`src/rtl/counter_pkg.sv`:
```
// rtl/counter_pkg.sv - shared direction encodings, step actions and load clamp for the up/down counter
package counter_pkg;

  localparam logic DIR_UP = 1'b1;
  localparam logic DIR_DN = 1'b0;

  typedef enum logic [1:0] {
    ACT_HOLD = 2'd0,
    ACT_STEP = 2'd1,
    ACT_LOAD = 2'd2
  } count_act_e;

  // Loads above the counting range land on the top value rather than aliasing.
  function automatic int unsigned clamp_to_mod(input int unsigned value, input int unsigned modulus);
    return (value < modulus) ? value : modulus - 1;
  endfunction

endpackage

```
`src/rtl/count_prescaler.sv`:
```
// rtl/count_prescaler.sv - enable-gated divide-by-DIV prescaler producing a registered step strobe
module count_prescaler #(
  parameter int DIV = 1
) (
  input  logic clk1,
  input  logic Reset,
  input  logic en,
  input  logic clr,
  output logic tick
);

  localparam int PW = (DIV > 1) ? $clog2(DIV) : 1;
  localparam logic [PW-1:0] LAST = PW'(DIV - 1);

  logic [PW-1:0] pcnt;
  logic [PW-1:0] pcnt_nxt;

  always_comb begin
    pcnt_nxt = pcnt;
    if (clr) begin
      pcnt_nxt = '0;
    end else if (en) begin
      pcnt_nxt = (pcnt == LAST) ? '0 : pcnt + PW'(1);
    end
  end

  // tick mirrors the phase the prescaler is about to sit in, so it is a clean flop output.
  always_ff @(posedge clk1) begin
    if (Reset) begin
      pcnt <= '0;
      tick <= 1'b0;
    end else begin
      pcnt <= pcnt_nxt;
      tick <= (pcnt_nxt == LAST);
    end
  end

endmodule

```
`src/rtl/param_updown_counter.sv`:
```
// rtl/param_updown_counter.sv - modulo-N up/down counter with prescaler, wrap/saturate, load and cascade carry
module param_updown_counter #(
  parameter int WIDTH   = 4,
  parameter int MODULUS = 2 ** WIDTH,
  parameter int DIV     = 1
) (
  input  logic             clk1,
  input  logic             Reset,
  input  logic             en,
  input  logic             up_dn,
  input  logic             sat_mode,
  input  logic             load,
  input  logic [WIDTH-1:0] load_val,
  output logic [WIDTH-1:0] count,
  output logic             tc,
  output logic             wrap_pulse,
  output logic             tick
);

  import counter_pkg::*;

  localparam int              EW      = WIDTH + 1;
  localparam logic [EW-1:0]   TOP_EXT = EW'(MODULUS - 1);
  localparam logic [WIDTH-1:0] TOP    = WIDTH'(MODULUS - 1);

  logic [EW-1:0]    cnt_ext;
  logic [EW-1:0]    inc_ext;
  logic [EW-1:0]    dec_ext;
  logic             over;
  logic             under;
  logic             at_top;
  logic             at_bot;
  logic [WIDTH-1:0] load_clamped;
  logic [WIDTH-1:0] step_val;
  logic             step_wrap;
  logic [WIDTH-1:0] count_nxt;
  logic             wrap_nxt;
  count_act_e       act;

  count_prescaler #(.DIV(DIV)) u_prescaler (
    .clk1  (clk1),
    .Reset (Reset),
    .en    (en),
    .clr   (load),
    .tick  (tick)
  );

  // One extra bit exposes both the carry past the top and the borrow below zero.
  assign cnt_ext = {1'b0, count};
  assign inc_ext = cnt_ext + EW'(1);
  assign dec_ext = cnt_ext - EW'(1);
  assign over    = (inc_ext > TOP_EXT);
  assign under   = dec_ext[WIDTH];

  assign at_top = (count == TOP);
  assign at_bot = (count == '0);
  assign tc     = en & tick & ((up_dn == DIR_UP) ? at_top : at_bot);

  assign load_clamped = WIDTH'(clamp_to_mod(32'(load_val), MODULUS));

  always_comb begin
    act = ACT_HOLD;
    if (load) begin
      act = ACT_LOAD;
    end else if (en && tick) begin
      act = ACT_STEP;
    end
  end

  always_comb begin
    step_val  = count;
    step_wrap = 1'b0;
    if (up_dn == DIR_UP) begin
      if (over) begin
        step_val  = sat_mode ? TOP : '0;
        step_wrap = ~sat_mode;
      end else begin
        step_val = inc_ext[WIDTH-1:0];
      end
    end else begin
      if (under) begin
        step_val  = sat_mode ? '0 : TOP;
        step_wrap = ~sat_mode;
      end else begin
        step_val = dec_ext[WIDTH-1:0];
      end
    end
  end

  always_comb begin
    count_nxt = count;
    wrap_nxt  = 1'b0;
    case (act)
      ACT_LOAD: count_nxt = load_clamped;
      ACT_STEP: begin
        count_nxt = step_val;
        wrap_nxt  = step_wrap;
      end
      default: ;
    endcase
  end

  always_ff @(posedge clk1) begin
    if (Reset) begin
      count <= '0;
    end else begin
      count <= count_nxt;
    end
  end

  always_ff @(posedge clk1) begin
    if (Reset) begin
      wrap_pulse <= 1'b0;
    end else begin
      wrap_pulse <= wrap_nxt;
    end
  end

endmodule

```
`config.mk`:
```
export PLATFORM = sky130hd
export DESIGN_NAME = param_updown_counter
export DESIGN_NICKNAME = d
export VERILOG_FILES = /design/src/rtl/counter_pkg.sv /design/src/rtl/count_prescaler.sv /design/src/rtl/param_updown_counter.sv
export SDC_FILE = /design/constraint.sdc
export NUM_CORES = 1
export LEC_CHECK = 0
export ABC_AREA = 0
export CAP_MARGIN = 20
export CORE_MARGIN = 5
export CORE_UTILIZATION = 51
export DETAILED_ROUTE_END_ITERATION = 8
export PLACE_DENSITY = 0.82
export SLEW_MARGIN = 20
export SYNTH_ARGS = -nofsm -noshare
export SYNTH_HDL_FRONTEND = slang
export SYNTH_SLANG_ARGS = --single-unit
```
`constraint.sdc`:
```
create_clock -name clk1 -period 5.3 [get_ports clk1]
set_input_delay 1.59 -clock clk1 [delete_from_list [all_inputs] [get_ports clk1]]
set_output_delay 1.59 -clock clk1 [all_outputs]
set_load 0.1 [all_outputs]
```
==> summary.md, run 1 <==
| Metric | Value |
|---|---|
| Outcome | complete, no violations |
| Met1 Resource Use GR | 22.6% |
| Met3 usage | a little under 7% |
| GRT busiest layer | met2 |
| Starting density of the core | 54.1% |
| DRC violation count after routing | 0 |
| Final instance area | 875 sq um |
| Detail Route Antenna Nets | 0 |
| Initial antenna violation count | 0 |
| Vias in the first global route | about 640 |
| Layout cells sized above 1 | around 7.5% |
| I/O pin count | 17 |
| PwrDens | between 200 and 250 nW/um^2 |
| DP Worst Slack | 0.666 ns |
| GR Overflow Total | 0 |
| First-pass GRT wire length | 2.82 mm |
| Ys async rst share | 0% |
| Top post-synthesis cells by area | dfxtp_1, ha_1, a21oi_1, o21ai_0, nand2_1 |
| Slew Limit Headroom | 33.9% |
| Final nets | between 100 and 150 |
| Switching share of power | between 40% and 50% |
| Clock share of power | 27.1% |
| Layout Cells excl Fill | ~120 |
| Maxcap violations | 0 |
| Global routing usage on met2 | ~28% |
| Final Routed Wirelength | 1.74 mm |
| Hold_buf cts | 0 |
| Core Area | roughly 1300 sq um |
| Placed Instances | approximately 120 |
| CP Max Fanout | 15 |
| Slew Viols, Final | 0 |
| DIE HEIGHT | between 40 and 50 um |
| Mapped Area | 704 sq um |
| Measured slew at the worst slew-check pin | 0.989 ns |
| Worst-skew pair later-pin latency | ~0.27 ns |
| Switching power | approximately 0.084 mW |
| CTS buffer count | 3 |
| Die area | ~2200 sq um |
| # rows | 13 |
| Total Routing Usage GR | 18.2% |
| WS Path Type | in2out |
| First drt pass iteration count | 4 |
| Clock sink count | 7 |
| Hold Path Class | reg2reg |
| Total chip power | 0.198 mW |
| Cells after synthesis | 93 |
| Part of the power in registers | between 30% and 40% |
| Critical path startpoint category | primary input |
| Internal Power | approximately 0.11 mW |
| Post-DP HPWL | 1.26 mm |
| Clock transition at path regs | approximately 0.050 ns |
| H-tree depth | 1 |
| Crit end category | primary output |
| F_max | 216 MHz |
| Worst path bufs/invs | 2 |
| Post-CTS Resized | 0 |
| Die width | 47.2 um |
| Final setup fails | 0 |
| Clk Tree Root Cell | clkbuf_4 |
| Top-area cell type share of the netlist area | about a fifth |
| Yosys top cell by area | dfxtp_1 |
| Crit path max-delay family | buffers and inverters |
| Final worst path period share | approximately 90% |
| Initial DRC Count | 21 |
| RSZ-0062 raised after global routing | no |
| Yosys synthesis warning count | 0 |
| Drt wl/cell | between 10 and 15 um |
| Number of synthesized flops with an enable pin | 0 |
| Logic pwr share | 40.3% |
| Top-count cell post-synth | nand2_1 |
| Top_reg_cell synth | dfxtp_1 |
| Netlist cell types | 37 |
| Syn nets | approximately 110 |
| CP Data Arrival Time | 3.05 ns |
| Via/cell ratio | roughly 6 |
| Hold_ws | about 0.47 ns |
| Placed Area | ~850 sq um |
| Final Util | about two thirds |
| Worst path max stage delay | just over 0.6 ns |
| Setup WS post-layout | ~0.66 ns |
| Synth cell count leaders | nand2_1, a21oi_1, dfxtp_1, inv_1, o21ai_0 |
| CTS Buffer Depth | 2 |
| Leak Pwr | 0.318 nW |
| Setup Fix Bufs, Post-CTS | 0 |
| CP max-delay cell | clkdlybuf4s50_1 |
| Crit-path cells | clkdlybuf4s50_1, nor3_1, nand2_1, a21oi_1, buf_12 |
| Gpl congestion | slightly above 0.8 |
| Seq cells post-synth | 7 |
| P&R area growth vs syn | 24.2% |
| Final Hold Fails | 0 |
| Final Skew | between 0.006 and 0.007 ns |
| VDD IR max | ~0.00013 V |
| # port buffers | 16 |
| TritonCTS clock tree | yes |
| Min Tclk post-route | about 4.6 ns |
| # fillers | between 100 and 150 |
| DR vias | 730 |
| Largest net degree at the start of global routing | 18 |
| Setup_tns | 0 ns |
| Post-synthesis sequential area ratio | 19.9% |
| Diodes inserted | 0 |
| Synthesized area per cell | about 7.6 sq um |
| Crit path required time | around 3.7 ns |
-- worst reg2reg max path, cell delays in order, from the launching register on --
cell      delay (ns)
dfxtp_1         0.55
inv_1           0.18
ha_1            0.37
nor3b_1         0.40
a21oi_1         0.13
a311oi_1        0.28
o211ai_1        0.13
-- sequential cells by signal, indices dropped and copies added (netlist names) --
signal,flops
u_prescaler.tick,1
u_prescaler.pcnt,1
count,4
wrap_pulse,1
-- power by group through the flow --
stage               Combinational [mW]  Clock, mW  Sequential (mW)
floorplan                       0.0429          0           0.0820
global route                    0.0853     0.0578           0.0655
CTS                             0.0797     0.0541           0.0643
detailed placement              0.0793          0           0.0655
finish                          0.0798     0.0536           0.0645
global placement                0.0781          0           0.0654
-- worst paths after layout --
check,startpoint,endpoint,slack [ns],cells past startpoint
worst max-delay path,up_dn,tc,0.66,5
worst max register to register,count[0],count[3],3.14,6
worst min-delay path,u_prescaler.pcnt,u_prescaler.pcnt,0.47,2
worst min register to register,u_prescaler.pcnt,u_prescaler.pcnt,0.47,2
-- layout by cell type (no fill, tap or decap), types with 4 or more instances in the layout --
master	synthesis	final
o21ai_0	6	6
inv_1	6	6
a21oi_1	7	7
ha_1	4	4
nand2_1	8	8
clkdlybuf4s50_1	0	15
dfxtp_1	7	7
nor2_1	5	5
-- per-layer routing --
layer	share of wire, %	up-vias
met5	0	-
met4	0.98	0
met3	7.1	2
met2	49	28
met1	43	328
li1	-	372
-- cells by family (layout without fill, tap and decap cells) --
group | Yosys count | after routing | synth area share, %
buffers and inverters | 13 | 26 | 9.59
flip-flops | 7 | 7 | 19.9
AND/OR/NAND/NOR | 37 | 37 | 31.4
adder cells (fa/ha/maj) | 4 | 4 | 7.11
AO/OA/AOI/OAI | 32 | 32 | 32.0
-- layout make-up --
cell class	instances	area, sq um	area share, %
clock buffer	4	26.3	3.00
inverter	6	22.5	2.58
multi-input combinational	73	497	56.8
sequential	7	140	16.0
tap	15	18.8	2.15
timing repair buffer	16	170	19.5
Note: power is estimated with default switching activity, not from simulation.
==> inputs of run 2 (changes only) <==
--- a/config.mk
+++ b/config.mk
@@ -10,6 +10,7 @@
 export CORE_MARGIN = 5
 export CORE_UTILIZATION = 51
 export DETAILED_ROUTE_END_ITERATION = 8
+export GPL_TIMING_DRIVEN = 0
 export PLACE_DENSITY = 0.82
 export SLEW_MARGIN = 20
 export SYNTH_ARGS = -nofsm -noshare
==> run 2 against run 1 <==
Combinational power rose by 9.1%. Die area did not move. Final cell count rose by 5.0%. Critical endpoint unchanged. Highest routed layer unchanged.
==> summary.md, run 2 (synthesis results as in run 1) <==
| Metric | Value |
|---|---|
| CTS Buffer Depth | 2 (unchanged) |
| Diodes inserted | 0 (unchanged) |
| I/O pin count | 17 (unchanged) |
| CTS buffer count | 3 (unchanged) |
| Largest Register | count (unchanged) |
| Die area | 2220 sq um (unchanged) |
| R2R setup slack | 3.32 ns (was 3.14 ns) |
| DIE HEIGHT | 47.2 um (unchanged) |
| Hold Path Class | reg2reg (unchanged) |
| CP Data Arrival Time | 3.26 ns (was 3.05 ns) |
| Worst Hold End | u_prescaler.pcnt (unchanged) |
| Layout cells sized above 1 | 11.6% (was 7.55%) |
| Worst R2R Start | count[0] (unchanged) |
| Via/cell ratio | 6.24 (was 6.03) |
| Gpl congestion | 0.864 (was 0.831) |
| First drt pass iteration count | 5 (was 4) |
| Min Tclk post-route | 4.85 ns (was 4.64 ns) |
| Hold path startpoint | u_prescaler.pcnt (unchanged) |
| Slew Limit Headroom | 34.7% (was 33.9%) |
| Leak Pwr | 0.339 nW (was 0.318 nW) |
| # fillers | 115 (was 119) |
| Measured slew at the worst slew-check pin | 0.976 ns (was 0.989 ns) |
| CP Max Fanout | 10 (was 15) |
| Clock sink count | 7 (unchanged) |
| Placed Area | 873 sq um (was 848 sq um) |
| First-pass GRT wire length | 3.11 mm (was 2.82 mm) |
| Slew Viols, Final | 0 (unchanged) |
| Switching power | 0.0808 mW (was 0.0838 mW) |
| Drt wl/cell | 14.6 um (was 14.4 um) |
| Final instance area | 895 sq um (was 875 sq um) |
| Part of the power in registers | 30.9% (was 32.6%) |
| Vias in the first global route | 701 (was 641) |
| Total Routing Usage GR | 19.2% (was 18.2%) |
| Detail Route Antenna Nets | 0 (unchanged) |
| Crit end category | primary output (unchanged) |
| Largest net degree at the start of global routing | 11 (was 18) |
| Worst Hold Depth | 2 (unchanged) |
| Post-DP HPWL | 1.35 mm (was 1.26 mm) |
| Final Hold Fails | 0 (unchanged) |
| F_max | 206 MHz (was 216 MHz) |
| VDD IR max | 0.000158 V (was 0.000134 V) |
| Clock transition at path regs | 0.05 ns (about the same) |
| P&R area growth vs syn | 27.0% (was 24.2%) |
| Maxcap violations | 0 (unchanged) |
| Logic pwr share | 44.3% (was 40.3%) |
| RSZ-0062 raised after global routing | no (unchanged) |
| Commonest cells after routing, fill and taps aside | clkdlybuf4s50_1, nand2_1, a21oi_1, dfxtp_1 (unchanged) |
| DRC violation count after routing | 0 (unchanged) |
| # port buffers | 15 (was 16) |
| Clock share of power | 24.8% (was 27.1%) |
| Initial antenna violation count | 0 (unchanged) |
| PwrDens | 220 nW/um^2 (was 226 nW/um^2) |
| Final Routed Wirelength | 1.85 mm (was 1.74 mm) |
| Clk Tree Root Cell | clkbuf_4 (unchanged) |
| Worst r2r path cells | 7 (was 6) |
| DR vias | 792 (was 730) |
| Final nets | 127 (was 121) |
| TritonCTS clock tree | yes (unchanged) |
| Outcome | complete, no violations (unchanged) |
| Final Skew | 0.00582 ns (was 0.00632 ns) |
| H-tree depth | 1 (unchanged) |
| Hold_ws | 0.462 ns (was 0.474 ns) |
| Commonest non-fill, non-tap cell in the layout | clkdlybuf4s50_1 (unchanged) |
| Internal Power | 0.116 mW (was 0.114 mW) |
| Final setup fails | 0 (unchanged) |
| Die width | 47.2 um (unchanged) |
| GR Overflow Total | 0 (unchanged) |
| WS Path Type | in2out (unchanged) |
| Critical path startpoint category | primary input (unchanged) |
| Critical Path Start | up_dn (unchanged) |
| Initial DRC Count | 50 (was 21) |
| Worst-skew pair later-pin latency | 0.25 ns (was 0.27 ns) |
| Crit path required time | 3.71 ns (about the same) |
| Reg-to-Reg End | count[3] (unchanged) |
| Max FFs per register | 4 (unchanged) |
| # rows | 13 (unchanged) |
| Starting density of the core | 54.1% (unchanged) |
| Core Area | 1300 sq um (unchanged) |
| Final worst path period share | 91.6% (was 87.5%) |
| Switching share of power | 41.1% (was 42.3%) |
-- run 2: cell count changes in the layout (fill, tap and decap cells not counted), sizes merged --
cell / change
buf: +4
clkbuf: +3
clkdlybuf4s50: -1
-- run 2: final cells by class --
cell class                 instances  area [sq um]  share of cell area [%]
multi-input combinational         73           497                    55.5
timing repair buffer              15           145                    16.2
sequential                         7           140                    15.7
buffer                             7          45.0                    5.03
clock buffer                       4          26.3                    2.94
inverter                           6          22.5                    2.52
tap                               15          18.8                    2.10
-- run 2: routing by layer --
layer  GRT usage [%]  routed length, um
met5               0                  0
met4            1.66                  6
met3            5.75                171
met2            31.7                890
met1            25.5                781
-- run 2: through the flow --
step	power [mW]	utilization, %	setup WS, ns	TNS, ns	instances
floorplan	0.125	-	0.300	0	93
global placement	0.147	67.1	-0.181	-0.181	123
detailed placement	0.148	67.1	-0.205	-0.205	123
CTS	0.197	69.0	0.0802	0	127
global route	0.210	68.8	0.289	0	127
finish	0.196	68.8	0.446	0	127
-- run 2: how the worst max path moves through the flow --
| stage | slack [ns] | to | cells after the start |
|---|---|---|---|
| after global routing | 0.29 | tc | 5 |
| after global placement | -0.18 | tc | 5 |
| after detailed placement | -0.20 | tc | 5 |
| after CTS | 0.08 | tc | 5 |
| final | 0.45 | tc | 5 |
| after floorplan | 0.30 | tc | 3 |
-- run 2: repair_timing --
item	CTS	global route
pin swaps	0	0
gates resized for setup	1	2
setup buffers	0	0
gates cloned	0	0
endpoints found under the setup margin	1	1
hold buffers	0	0
-- run 2: worst max-delay path: stages --
cell and delay [ns]:
clkdlybuf4s50_1 0.57, clkbuf_1 0.35, nand4_1 0.15, a21oi_1 0.13, clkbuf_2 0.47
-- run 2: power groups by stage --
| stage | Sequential [mW] | Clock, mW | Combinational [mW] |
|---|---|---|---|
| floorplan | 0.0820 | 0 | 0.0429 |
| global placement | 0.0615 | 0 | 0.0851 |
| detailed placement | 0.0617 | 0 | 0.0859 |
| CTS | 0.0606 | 0.0503 | 0.0863 |
| global route | 0.0613 | 0.0557 | 0.0935 |
| finish | 0.0606 | 0.0487 | 0.0871 |
==> inputs of run 3 (changes only) <==
--- a/config.mk
+++ b/config.mk
@@ -7,7 +7,6 @@
 export LEC_CHECK = 0
 export ABC_AREA = 0
 export CAP_MARGIN = 20
-export CORE_MARGIN = 5
 export CORE_UTILIZATION = 51
 export DETAILED_ROUTE_END_ITERATION = 8
 export GPL_TIMING_DRIVEN = 0
==> run 3 against run 2 <==
Final cell count did not move. Hold slack gained 0.016 ns. Largest cell class unchanged. Register-to-register slack is essentially flat.
==> summary.md, run 3 (synthesis results as in run 1) <==
| Metric | Value |
|---|---|
| Outcome | complete, no violations (unchanged) |
| Clk Tree Root Cell | clkbuf_4 (unchanged) |
| I/O pin count | 17 (unchanged) |
| TritonCTS clock tree | yes (unchanged) |
| P&R area growth vs syn | 27.5% (was 27.0%) |
| VDD IR max | 0.000214 V (was 0.000158 V) |
| Total chip power | 0.196 mW (about the same) |
| Initial DRC Count | 35 (was 50) |
| First drt pass iteration count | 4 (was 5) |
| Maxcap violations | 0 (unchanged) |
| # rows | 13 (unchanged) |
| GR Overflow Total | 0 (unchanged) |
| Commonest non-fill, non-tap cell in the layout | clkdlybuf4s50_1 (unchanged) |
| CP max-delay cell | dlygate4sd2_1 (was clkdlybuf4s50_1) |
| First-pass GRT wire length | 2.68 mm (was 3.11 mm) |
| Clock transition at path regs | 0.05 ns (about the same) |
| PwrDens | 218 nW/um^2 (was 220 nW/um^2) |
| Max FFs per register | 4 (unchanged) |
| Crit end category | primary output (unchanged) |
| # port buffers | 15 (unchanged) |
| Initial antenna violation count | 0 (unchanged) |
| DR vias | 784 (was 792) |
| Detail Route Antenna Nets | 0 (unchanged) |
| Multi-input gate area | 497 sq um (unchanged) |
| Vias in the first global route | 614 (was 701) |
| Critical Path Start | up_dn (unchanged) |
| Diodes inserted | 0 (unchanged) |
| DRC violation count after routing | 0 (unchanged) |
| Drt wl/cell | 13.7 um (was 14.6 um) |
| R2R setup slack | 3.32 ns (about the same) |
| CTS buffer count | 3 (unchanged) |
| CP endpoint | tc (unchanged) |
| F_max | 192 MHz (was 206 MHz) |
| Die width | 39.2 um (was 47.2 um) |
| # fillers | 109 (was 115) |
| Total Routing Usage GR | 25.9% (was 19.2%) |
| DP Worst Slack | -0.196 ns (was -0.205 ns) |
| Final setup fails | 0 (unchanged) |
| Slew Limit Headroom | 34.4% (was 34.7%) |
| Via/cell ratio | 6.17 (was 6.24) |
| Measured slew at the worst slew-check pin | 0.981 ns (was 0.976 ns) |
| Clock sink count | 7 (unchanged) |
| Final Skew | 0.00303 ns (was 0.00582 ns) |
| CP Data Arrival Time | 3.62 ns (was 3.26 ns) |
| Final nets | 127 (unchanged) |
| Crit-path cells | clkdlybuf4s50_1, clkbuf_1, nand4_1, a21oi_1, dlygate4sd2_1 (was clkdlybuf4s50_1, clkbuf_1, nand4_1, a21oi_1, clkbuf_2) |
| H-tree depth | 1 (unchanged) |
| Worst R2R Start | count[0] (unchanged) |
| Critical path startpoint category | primary input (unchanged) |
| RSZ-0062 raised after global routing | no (unchanged) |
| Starting density of the core | 54.8% (was 54.1%) |
| FF/Latch Area | 140 sq um (unchanged) |
| Largest net degree at the start of global routing | 11 (unchanged) |
| Final Hold Fails | 0 (unchanged) |
| Gpl congestion | 0.894 (was 0.864) |
| CTS Buffer Depth | 2 (unchanged) |
| Commonest cells after routing, fill and taps aside | clkdlybuf4s50_1, nand2_1, a21oi_1, dfxtp_1 (unchanged) |
| Placed Area | 873 sq um (unchanged) |
| Reg-to-Reg End | count[3] (unchanged) |
| Final worst path period share | 98.3% (was 91.6%) |
| DIE HEIGHT | 39.2 um (was 47.2 um) |
| Core Area | 1280 sq um (was 1300 sq um) |
| Die area | 1530 sq um (was 2220 sq um) |
| CP Max Fanout | 10 (unchanged) |
| Layout cells sized above 1 | 10.7% (was 11.6%) |
| Final Routed Wirelength | 1.74 mm (was 1.85 mm) |
| Final instance area | 898 sq um (was 895 sq um) |
| Setup WS post-layout | 0.0909 ns (was 0.446 ns) |
| Worst-skew pair later-pin latency | 0.25 ns (about the same) |
| Leak Pwr | 0.343 nW (was 0.339 nW) |
| Setup_tns | 0 ns (unchanged) |
| Crit path required time | 3.71 ns (about the same) |
| WS Path Type | in2out (unchanged) |
| Largest Register | count (unchanged) |
| Worst r2r path cells | 7 (unchanged) |
| Worst path max stage delay | 0.87 ns (was 0.57 ns) |
| Post-DP HPWL | 1.28 mm (was 1.35 mm) |
| Hold Path Class | reg2reg (unchanged) |
| Min Tclk post-route | 5.21 ns (was 4.85 ns) |
| Slew Viols, Final | 0 (unchanged) |
run 3: cell count changes in the layout (fill, tap and decap cells not counted), sizes merged:
cell         before  now
dlygate4sd2       0    1
clkbuf            7    6
run 3: worst min-delay path by stage:
stage / from / endpoint / slack [ns] / cells past startpoint
5_1_grt: u_prescaler.pcnt / u_prescaler.pcnt / 0.48 / 2
6_report: u_prescaler.pcnt / u_prescaler.pcnt / 0.48 / 2
3_5_place_dp: u_prescaler.pcnt / u_prescaler.pcnt / 0.47 / 2
2_1_floorplan: u_prescaler.pcnt / u_prescaler.pcnt / 0.44 / 2
3_3_place_gp: u_prescaler.pcnt / u_prescaler.pcnt / 0.45 / 2
4_1_cts: u_prescaler.pcnt / u_prescaler.pcnt / 0.48 / 2
run 3: through the flow:
| step | util [%] | std cells | hold slack, ns |
|---|---|---|---|
| 2_1_floorplan | - | 93 | 0.437 |
| 5_1_grt | 69.9 | 127 | 0.483 |
| 3_3_place_gp | 68.0 | 123 | 0.450 |
| 4_1_cts | 69.9 | 127 | 0.478 |
| 6_report | 69.9 | 127 | 0.478 |
| 3_5_place_dp | 68.0 | 123 | 0.467 |
run 3: what timing repair did:
| action | 4_1_cts | 5_1_grt |
|---|---|---|
| hold buffers | 0 | 0 |
| buffers inserted | 0 | 0 |
| endpoints found under the setup margin | 1 | 0 |
| gates resized for setup | 1 | 0 |
run 3: power by group:
part / switching (mW) / total, mW / internal, mW / leakage, nW
Combinational: 0.0554 / 0.0866 / 0.0312 / 0.270
Clock: 0.0197 / 0.0484 / 0.0287 / 0.0150
Sequential: 0.00505 / 0.0608 / 0.0558 / 0.0578
Total: 0.0802 / 0.196 / 0.116 / 0.343
run 3: critical path, delay by kind of cell:
family,cells,cell delay [ns]
buffers and inverters,3,1.76
AO/OA/AOI/OAI,1,0.13
AND/OR/NAND/NOR,1,0.14
run 3: final cells by class:
cell class,count,area share [%]
tap,15,2.09
clock buffer,4,2.92
buffer,7,5.01
timing repair buffer,15,16.6
inverter,6,2.51
multi-input combinational,73,55.3
sequential,7,15.6
run 3: metal layers:
| metal | track usage, % | vias to the layer above | part of all wire (%) |
|---|---|---|---|
| met2 | 42.9 | 22 | 46 |
| met3 | 9.25 | 4 | 4.9 |
| met5 | 0 | - | 0 |
| li1 | - | 388 | - |
| met1 | 31.5 | 370 | 49 |
| met4 | 6.03 | 0 | 0.52 |
